===== src/rtl/adder3_arb_defs.sv =====
// Shared definitions for the round-robin adder arbiter: FSM encoding and datapath widths.
package adder3_arb_defs;

  localparam int OPERAND_W  = 3;
  localparam int OPS_DONE_W = 8;

  typedef enum logic [1:0] {
    IDLE = 2'b00,
    EXEC = 2'b01,
    RESP = 2'b10
  } state_t;

  typedef logic [OPERAND_W-1:0]  operand_t;
  typedef logic [OPS_DONE_W-1:0] ops_count_t;

endpackage


===== src/rtl/adder3_rr_arbiter_if.sv =====
// Request/response bundle between the requesting units (master) and the arbiter (slave).
interface adder3_rr_arbiter_if #(
  parameter int NUM_REQ = 4,
  parameter int ID_W    = 2
);
  import adder3_arb_defs::*;

  // Operands of requester i occupy bits [3i+2:3i] of req_a / req_b.
  logic [NUM_REQ-1:0]           req_valid;
  logic [OPERAND_W*NUM_REQ-1:0] req_a;
  logic [OPERAND_W*NUM_REQ-1:0] req_b;
  logic [NUM_REQ-1:0]           req_ready;

  logic                         resp_valid;
  logic                         resp_ready;
  logic [ID_W-1:0]              resp_id;
  operand_t                     resp_sum;
  logic                         resp_ovfl;
  ops_count_t                   ops_done;

  modport master (
    output req_valid, req_a, req_b, resp_ready,
    input  req_ready, resp_valid, resp_id, resp_sum, resp_ovfl, ops_done
  );

  modport slave (
    input  req_valid, req_a, req_b, resp_ready,
    output req_ready, resp_valid, resp_id, resp_sum, resp_ovfl, ops_done
  );

endinterface


===== src/rtl/adder_3_bit.sv =====
// The shared physical 3-bit ripple adder with carry-in and carry-out.
module adder_3_bit
  import adder3_arb_defs::*;
(
  input  operand_t a,
  input  operand_t b,
  input  logic     cin,
  output operand_t sum,
  output logic     cout
);

  logic [OPERAND_W:0] carry;

  always_comb begin
    carry[0] = cin;
    for (int i = 0; i < OPERAND_W; i++) begin
      sum[i]     = a[i] ^ b[i] ^ carry[i];
      carry[i+1] = (a[i] & b[i]) | (carry[i] & (a[i] ^ b[i]));
    end
    cout = carry[OPERAND_W];
  end

endmodule


===== src/rtl/adder3_rr_arbiter.sv =====
// Round-robin arbiter that time-shares one adder_3_bit among NUM_REQ requesters and
// returns registered, ID-tagged results over a valid/ready response channel.
module adder3_rr_arbiter
  import adder3_arb_defs::*;
#(
  parameter int NUM_REQ = 4,
  parameter int ID_W    = 2
) (
  input  logic                clk,
  input  logic                rst,
  adder3_rr_arbiter_if.slave  bus
);

  typedef struct packed {
    logic            found;
    logic [ID_W-1:0] id;
  } pick_t;

  state_t          state_q;
  state_t          state_d;
  logic [ID_W-1:0] rr_ptr;
  logic [ID_W-1:0] cur_id;
  operand_t        op_a;
  operand_t        op_b;

  logic            grant_en;
  logic            grant;
  logic            handshake;
  pick_t           pick;

  operand_t        add_sum;
  logic            add_cout;

  logic [ID_W-1:0] resp_id_q;
  operand_t        resp_sum_q;
  logic            resp_ovfl_q;
  ops_count_t      ops_done_q;

  // First pending requester at or after ptr, wrapping modulo NUM_REQ.
  function automatic pick_t rr_pick(input logic [NUM_REQ-1:0] valid,
                                    input logic [ID_W-1:0]    ptr);
    pick_t p;
    int    idx;
    p = '0;
    for (int i = 0; i < NUM_REQ; i++) begin
      idx = (int'(ptr) + i) % NUM_REQ;
      if (!p.found && valid[idx]) begin
        p.found = 1'b1;
        p.id    = ID_W'(idx);
      end
    end
    return p;
  endfunction

  // A result leaving RESP frees the adder, so a new grant may overlap the handshake.
  assign grant_en  = (state_q == IDLE) || ((state_q == RESP) && bus.resp_ready);
  assign pick      = rr_pick(bus.req_valid, rr_ptr);
  assign grant     = grant_en && pick.found && !rst;
  assign handshake = (state_q == RESP) && bus.resp_ready;

  assign bus.req_ready  = grant ? (NUM_REQ'(1) << pick.id) : '0;
  assign bus.resp_valid = (state_q == RESP);
  assign bus.resp_id    = resp_id_q;
  assign bus.resp_sum   = resp_sum_q;
  assign bus.resp_ovfl  = resp_ovfl_q;
  assign bus.ops_done   = ops_done_q;

  // NOTE: sequential state uses non-blocking assignments so every register samples
  // pre-edge values, independent of the order of the always_ff blocks.
  always_ff @(posedge clk or posedge rst) begin
    if (rst) begin
      state_q <= IDLE;
    end else begin
      state_q <= state_d;
    end
  end

  // NOTE: state_d receives a default before the case so no path leaves it unassigned,
  // which would otherwise infer a latch.
  always_comb begin
    state_d = state_q;
    unique case (state_q)
      IDLE: if (grant) state_d = EXEC;
      EXEC: state_d = RESP;
      RESP: begin
        if (handshake) begin
          state_d = grant ? EXEC : IDLE;
        end
      end
      default: state_d = IDLE;
    endcase
  end

  always_ff @(posedge clk or posedge rst) begin
    if (rst) begin
      op_a   <= '0;
      op_b   <= '0;
      cur_id <= '0;
      rr_ptr <= '0;
    end else if (grant) begin
      op_a   <= bus.req_a[OPERAND_W*int'(pick.id) +: OPERAND_W];
      op_b   <= bus.req_b[OPERAND_W*int'(pick.id) +: OPERAND_W];
      cur_id <= pick.id;
      rr_ptr <= ID_W'((int'(pick.id) + 1) % NUM_REQ);
    end
  end

  adder_3_bit u_adder (
    .a    (op_a),
    .b    (op_b),
    .cin  (1'b0),
    .sum  (add_sum),
    .cout (add_cout)
  );

  // Result registers load only on the EXEC edge, so they hold through any backpressure.
  always_ff @(posedge clk or posedge rst) begin
    if (rst) begin
      resp_id_q   <= '0;
      resp_sum_q  <= '0;
      resp_ovfl_q <= 1'b0;
    end else if (state_q == EXEC) begin
      resp_id_q   <= cur_id;
      resp_sum_q  <= add_sum;
      resp_ovfl_q <= add_cout;
    end
  end

  always_ff @(posedge clk or posedge rst) begin
    if (rst) begin
      ops_done_q <= '0;
    end else if (handshake) begin
      ops_done_q <= ops_done_q + 1'b1;
    end
  end

endmodule


===== src/flat_wrapper.sv =====
// flat-port wrapper written by rule: the top's interface ports become plain ports
module adder3_rr_arbiter_flat import adder3_arb_defs::*;
#(
  parameter int NUM_REQ = 4,
  parameter int ID_W    = 2
)
  (clk, rst, bus_req_valid, bus_req_a, bus_req_b, bus_resp_ready, bus_req_ready, bus_resp_valid, bus_resp_id, bus_resp_sum, bus_resp_ovfl, bus_ops_done);
  adder3_rr_arbiter_if #(.NUM_REQ(NUM_REQ), .ID_W(ID_W)) bus_i ();
  input  logic clk;
  input  logic rst;
  input wire logic [$bits(bus_i.req_valid)-1:0] bus_req_valid;
  input wire logic [$bits(bus_i.req_a)-1:0] bus_req_a;
  input wire logic [$bits(bus_i.req_b)-1:0] bus_req_b;
  input wire logic [$bits(bus_i.resp_ready)-1:0] bus_resp_ready;
  output wire logic [$bits(bus_i.req_ready)-1:0] bus_req_ready;
  output wire logic [$bits(bus_i.resp_valid)-1:0] bus_resp_valid;
  output wire logic [$bits(bus_i.resp_id)-1:0] bus_resp_id;
  output wire logic [$bits(bus_i.resp_sum)-1:0] bus_resp_sum;
  output wire logic [$bits(bus_i.resp_ovfl)-1:0] bus_resp_ovfl;
  output wire logic [$bits(bus_i.ops_done)-1:0] bus_ops_done;
  assign bus_i.req_valid = bus_req_valid;
  assign bus_i.req_a = bus_req_a;
  assign bus_i.req_b = bus_req_b;
  assign bus_i.resp_ready = bus_resp_ready;
  assign bus_req_ready = bus_i.req_ready;
  assign bus_resp_valid = bus_i.resp_valid;
  assign bus_resp_id = bus_i.resp_id;
  assign bus_resp_sum = bus_i.resp_sum;
  assign bus_resp_ovfl = bus_i.resp_ovfl;
  assign bus_ops_done = bus_i.ops_done;
  adder3_rr_arbiter #(.NUM_REQ(NUM_REQ), .ID_W(ID_W)) u_core (.clk(clk), .rst(rst), .bus(bus_i));
endmodule

===== config.mk =====
export PLATFORM = sky130hd
export DESIGN_NAME = adder3_rr_arbiter_flat
export DESIGN_NICKNAME = d
export VERILOG_FILES = /design/src/rtl/adder3_arb_defs.sv /design/src/rtl/adder3_rr_arbiter_if.sv /design/src/rtl/adder_3_bit.sv /design/src/rtl/adder3_rr_arbiter.sv /design/src/flat_wrapper.sv
export SDC_FILE = /design/constraint.sdc
export NUM_CORES = 1
export LEC_CHECK = 0
export CAP_MARGIN = 10
export CORE_UTILIZATION = 49
export CTS_BUF_LIST = sky130_fd_sc_hd__clkbuf_4
export CTS_CLUSTER_DIAMETER = 120
export DETAILED_ROUTE_END_ITERATION = 6
export PLACE_DENSITY = 0.87
export SYNTH_ARGS = -nofsm -noshare
export SYNTH_HDL_FRONTEND = slang
export SYNTH_SLANG_ARGS = --single-unit

===== constraint.sdc =====
create_clock -name clk -period 4.05 [get_ports clk]
set_input_delay 0.6075 -clock clk [delete_from_list [all_inputs] [get_ports clk]]
set_output_delay 0.6075 -clock clk [all_outputs]
set_load 0.02 [all_outputs]

## Yosys cells after proc, flatten, opt, wreduce, memory -nomap -nowiden

Index checks and enable logic that the tools add are counted.

- Flip-flop bits (word level): 26
- Output and inout bits: 19
- Input bits: 31
- Memories kept: 0
- Bits in read-only memories: 0
- RAM bits: 0
- Latch bits: 0
- Word-level logic and storage cells: 77

- Equality and inequality tests: 4
- $lt $le $gt $ge: 4
- Muxes and demuxes: 20
- Div/mod/pow operators: 0
- Reductions and logical operators: 16
- Bitwise logic cells: 15
- Multipliers: 1
- $add $sub $neg: 5
- Shifts and indexed selects: 3

Operators by type and width:

| kind | count |
|---|---|
| 12-bit by 32-bit variable part select with 3-bit output | 2 |
| 3-bit by 4-bit less-than comparator with 1-bit output (second input constant) | 3 |
| 3-bit 2-to-1 mux | 4 |
| 8-bit by 1-bit adder with 8-bit output (second input constant) | 1 |
| 1-bit binary-select mux with 2-bit select | 4 |
| 1-bit 2-to-1 mux | 8 |
| 1-bit logical AND | 6 |
| 2-bit case mux with 3 select lines | 1 |
| 2-bit OR reduction | 3 |
| 1-bit AND | 5 |
| 1-bit bitwise XOR | 5 |
| 2-bit by 1-bit adder with 2-bit output (second input constant) | 2 |
| 2-bit adder (second input constant) | 2 |
| 1-bit logical NOT | 4 |
| 2-bit by 2-bit multiplier with 4-bit output (first input constant) | 1 |
| 2-bit 2-to-1 mux | 2 |
| 4-bit 2-to-1 mux | 1 |
| 2-bit by 1-bit != test with 1-bit output (second input constant) | 2 |
| 1-bit by 2-bit << shifter with 4-bit output (first input constant) | 1 |
| 1-bit AND (first input constant) | 3 |
| 2-bit by 3-bit less-than comparator with 1-bit output (second input constant) | 1 |
| 2-bit by 1-bit == test with 1-bit output (second input constant) | 1 |
| 2-bit == test (second input constant) | 1 |
| 2-bit logical NOT | 1 |
| other kinds (3) | 4 |

## Logic depth before layout (Yosys ltp)

Gate-level depths: netlist of the first run.

- Word-level depth: 19
- Mapped depth: 7

## Cells and area by module

A second synthesis of the first run with hierarchy kept.

- Cell total of the unflattened synthesis: 135
- Area total of the unflattened synthesis: 1452.6 um^2

By module, submodules not included:

| module | seq. area each (um^2) | cells each | area each (um^2) | times used |
|---|---|---|---|---|
| adder3_rr_arbiter | 650.6 | 122 | 1355.0 | 1 |
| adder_3_bit | 0.0 | 13 | 97.6 | 1 |

## Worst setup path before layout of the first run

Ideal clock, no wire load.

- Path kind: input to output
- Start: in bus_req_valid[2]
- End: out bus_req_ready[0]
- Slack: 1.655 ns
- Arrival: 1.788 ns
- Buffers on the path: 1
- Cell stages on the path: 7
- Cells stage by stage: mux2i_1 > nor2_1 > nor3_4 > buf_8 > inv_1 > ha_1 > and2_1

RTL lines:

| what | RTL line | RTL |
|---|---|---|
| start, declared | flat_wrapper.sv:11 | `input wire logic [$bits(bus_i.req_valid)-1:0] bus_req_valid;` |
| end, declared | flat_wrapper.sv:15 | `output wire logic [$bits(bus_i.req_ready)-1:0] bus_req_ready;` |

## Worst setup path in the final report of the first run

- Start: in bus_req_valid[1]
- End: out bus_req_ready[1]

- Word-level cells in the longest chain between the ends: 15

Ends and longest elaborated chain:

| what | RTL line | RTL |
|---|---|---|
| 1-bit binary-select mux with 2-bit select | adder3_rr_arbiter.sv:47 | `if (!p.found && valid[idx]) begin` |
| 1-bit 2-to-1 mux (implied by the code) | adder3_rr_arbiter.sv:47 |  |
| 3-bit 2-to-1 mux | adder3_rr_arbiter.sv:47 |  |
| 1-bit logical NOT | adder3_rr_arbiter.sv:47 |  |
| 1-bit logical AND | adder3_rr_arbiter.sv:47 |  |
| 3-bit 2-to-1 mux | adder3_rr_arbiter.sv:47 |  |
| 1-bit logical NOT | adder3_rr_arbiter.sv:47 |  |
| 1-bit logical AND | adder3_rr_arbiter.sv:47 |  |
| 3-bit 2-to-1 mux | adder3_rr_arbiter.sv:47 |  |
| 1-bit logical NOT | adder3_rr_arbiter.sv:47 |  |
| 1-bit logical AND | adder3_rr_arbiter.sv:47 |  |
| 3-bit 2-to-1 mux (*) | adder3_rr_arbiter.sv:47 |  |
| 1-bit logical AND (2 in series) | adder3_rr_arbiter.sv:58 | `assign grant = grant_en && pick.found && !rst;` |
| 4-bit 2-to-1 mux (*) | adder3_rr_arbiter.sv:61 | `assign bus.req_ready = grant ? (NUM_REQ'(1) << pick.id) : '0;` |

Mark *: on every way between the ends. The rest lies on a longest branch, timed or not. The select of a mux whose other input is x is not followed.

==> impl_metrics.toml, run 1 <==
[placed_design]
dp_hpwl_um = 2300
routabilityCongestion = 0.812
io_buffers = 49

[job]
maxCapViolations = 0

[sta]
period_minus_slack_ps = 3630
max_slew_margin_pct = 36.8
setup_viol = 0
finalSetupTns_ps = 0
fin_skew_ps = 12.1
worst_pin_slew_ps = 948
final_hold_viol_count = 0
rsz0062_at_grt = "no"
max_freq_mhz = 276
fin_hold_ws_ps = 482
slew_viol_final = 0
period_share_pct = 89.6

[setup_path]
cpPeakStageDelay_ps = 890
setup.worst_path.start = "bus_req_valid[1]"
worstPathMaxFanout = 11
cp.buffers_inverters = 3
crit_arrival_ps = 3020
critPathKind = "input pin to primary output"
cpMaxStageDelayCell = "o41ai_2"
path_cells = "clkdlybuf4s50_1 > o41ai_2 > inv_1 > and2_1 > clkdlybuf4s50_1"
end_kind = "primary output"
reg2reg_from = "u_core.state_q[1]"
crit_path_frequent_cell = "clkdlybuf4s50_1"
critPathLaunchType = "input pin"
crit_required_ps = 3440
cpLargestDelayFamily = "buffers and inverters"

[synthesis]
synth_seq_cells = 26
seq_area_frac_synth_pct = 46.7
yosysWarnings = 0
synth_area_per_cell_sq_um = 10.7
synth_nets = 169
synthesis.area_sq_um = 1390
synth.most_common_cell = "dfrtp_1"
synthTopCellsByArea = "dfrtp_1 (47%), mux2i_1 (9.3%), nand2_1 (5.9%)"
async_flop_share_pct = 100
synth_cell_types = 31
ys.flop_type = "dfrtp_1"
synth-edff-count = 0
synth_top_area_cell = "dfrtp_1"
synth_common_cells = "dfrtp_1 (26), nand2_1 (22), mux2i_1 (13)"
netlist_instances = 130
synth_top_area_share_pct = 46.7

[global_route]
grt_max_degree = 27
antenna_found_initial = 0
gr-total-overflow = 0
grt_pass1_wl_um = 4840
grt_pass1_vias = 1174
track_usage_pct = 19.7

[pwr]
power.leakage_nw = 0.919
peakVddDrop_v = 0.000461
p_per_area_nw_per_um2 = 576

[drt]
drc_errors = 0
vias = 1151
first_iter_violations = 14
drt_wl_total_um = 2840
viasPerCell = 5.45
wl_per_cell_um = 13.5
ant_nets = 0
dr.pass1.iters = 4

[die]
die_y_um = 55.3
dieArea_sq_um = 3060
core-area_sq_um = 2590
ios = 50
row_count = 18
start_util_pct = 53.8
die_width_um = 55.3

[clock_network]
cts_tree = "built"
path_clk_slew_ps = 150
cts_made_buffers = 3
htreeDepth = 1
clock-sinks = 26
postCtsHoldBufs = 0
worstSkewPairLatency_ps = 320
cts-root-buf = "clkbuf_4"
clockBufferDepth = 2
post_cts_resize_count = 0
cts_setup_buffers = 0

[cells_and_area]
drive_gt1_share_pct = 6.63
area_delta_synth_final_pct = 41.2
nets = 221
diodes = 0

[outcome]
status = "complete, no violations"

[worst_hold_path]
hold_class = "register to register"
hp-start = "u_core.bus.ops_done[7]"
-- power by group --
| group | internal [W] | switching (W) | leakage [nW] |
|---|---|---|---|
| Combinational | 0.000260 | 0.000263 | 0.562 |
| Sequential | 0.000357 | 0.0000747 | 0.329 |
| Clock | 0.000100 | 0.0000766 | 0.0279 |
-- routing by layer --
layer  track usage [%]  vias up  routed length, um
met3              3.51        6                137
li1                  -      545                  -
met5                 0        -                  0
met4              6.79        0                 46
met1              22.0      554               1160
met2              37.0       46               1500
-- per-stage QoR --
stage / instance area, sq um / power [W] / utilization [%] / instances / setup WS, ps
finish: 1970 / 0.00113 / 75.9 / 211 / 421
global route: 1970 / 0.00121 / 75.9 / 211 / 215
CTS: 1970 / 0.00114 / 75.9 / 211 / 412
detailed placement: 1910 / 0.000964 / 73.9 / 207 / 424
global placement: 1910 / 0.000928 / 73.9 / 207 / 496
floorplan: 1390 / 0.000746 / - / 130 / 1650
-- path summary, 6_finish.rpt --
kind	endpoint	slack, ps	depth (start not counted)
max	bus_req_ready[1]	420	5
min	u_core.bus.ops_done[7]	480	1
max reg2reg	u_core.op_a[1]	2140	5
min reg2reg	u_core.bus.ops_done[7]	480	1
max in group asynchronous	u_core.op_a[2]	2630	2
min in group asynchronous	u_core.bus.ops_done[3]	840	2
-- logic make-up (layout without fill, tap and decap cells) --
| group | count (synthesis) | in the layout | synth area share, % |
|---|---|---|---|
| multiplexers | 16 | 16 | 11.8 |
| AO/OA/AOI/OAI | 19 | 19 | 10.2 |
| adder cells (fa/ha/maj) | 8 | 8 | 8.27 |
| flip-flops | 26 | 26 | 46.7 |
| XOR/XNOR | 7 | 7 | 4.40 |
| buffers and inverters | 14 | 65 | 4.58 |
| AND/OR/NAND/NOR | 40 | 40 | 14.0 |
-- sequential cells by signal, summed over array words and instances (netlist names) --
signal / cells
u_core.bus.ops_done: 8
u_core.bus.resp_sum: 3
u_core.op_a: 3
u_core.op_b: 3
u_core.bus.resp_id: 2
u_core.cur_id: 2
u_core.rr_ptr: 2
u_core.state_q: 2
u_core.bus.resp_ovfl: 1
-- cell usage in the layout, fill, tap and decap left out, types with 2 or more instances in the layout --
cell type,instances
nand2b_1,2
ha_1,6
nand3_1,3
clkdlybuf4s50_1,49
clkbuf_4,3
mux2_2,3
fa_1,2
o21ai_0,3
inv_1,11
dfrtp_1,26
xor2_1,3
mux2i_1,13
a21oi_1,2
xnor2_1,4
nand2_1,22
and2_1,4
nor2_1,4
o221ai_1,6
-- final cells by class --
class | count | area (sq um)
Inverter | 11 | 41.3
Timing Repair Buffer | 50 | 498
Multi-Input combinational cell | 90 | 686
Fill cell | 172 | 624
Sequential cell | 26 | 651
Clock buffer | 3 | 22.5
Tap cell | 30 | 37.5
Clock inverter | 1 | 30.0
Power figures use the tool's default switching activity.
==> inputs of run 2 (changes only) <==
--- a/config.mk
+++ b/config.mk
@@ -9,6 +9,7 @@
 export CORE_UTILIZATION = 49
 export CTS_BUF_LIST = sky130_fd_sc_hd__clkbuf_4
 export CTS_CLUSTER_DIAMETER = 120
+export CTS_CLUSTER_SIZE = 16
 export DETAILED_ROUTE_END_ITERATION = 6
 export PLACE_DENSITY = 0.87
 export SYNTH_ARGS = -nofsm -noshare
==> results of run 2 <==
Same layout as run 1: the final DEF is identical, and so are final timing and power.
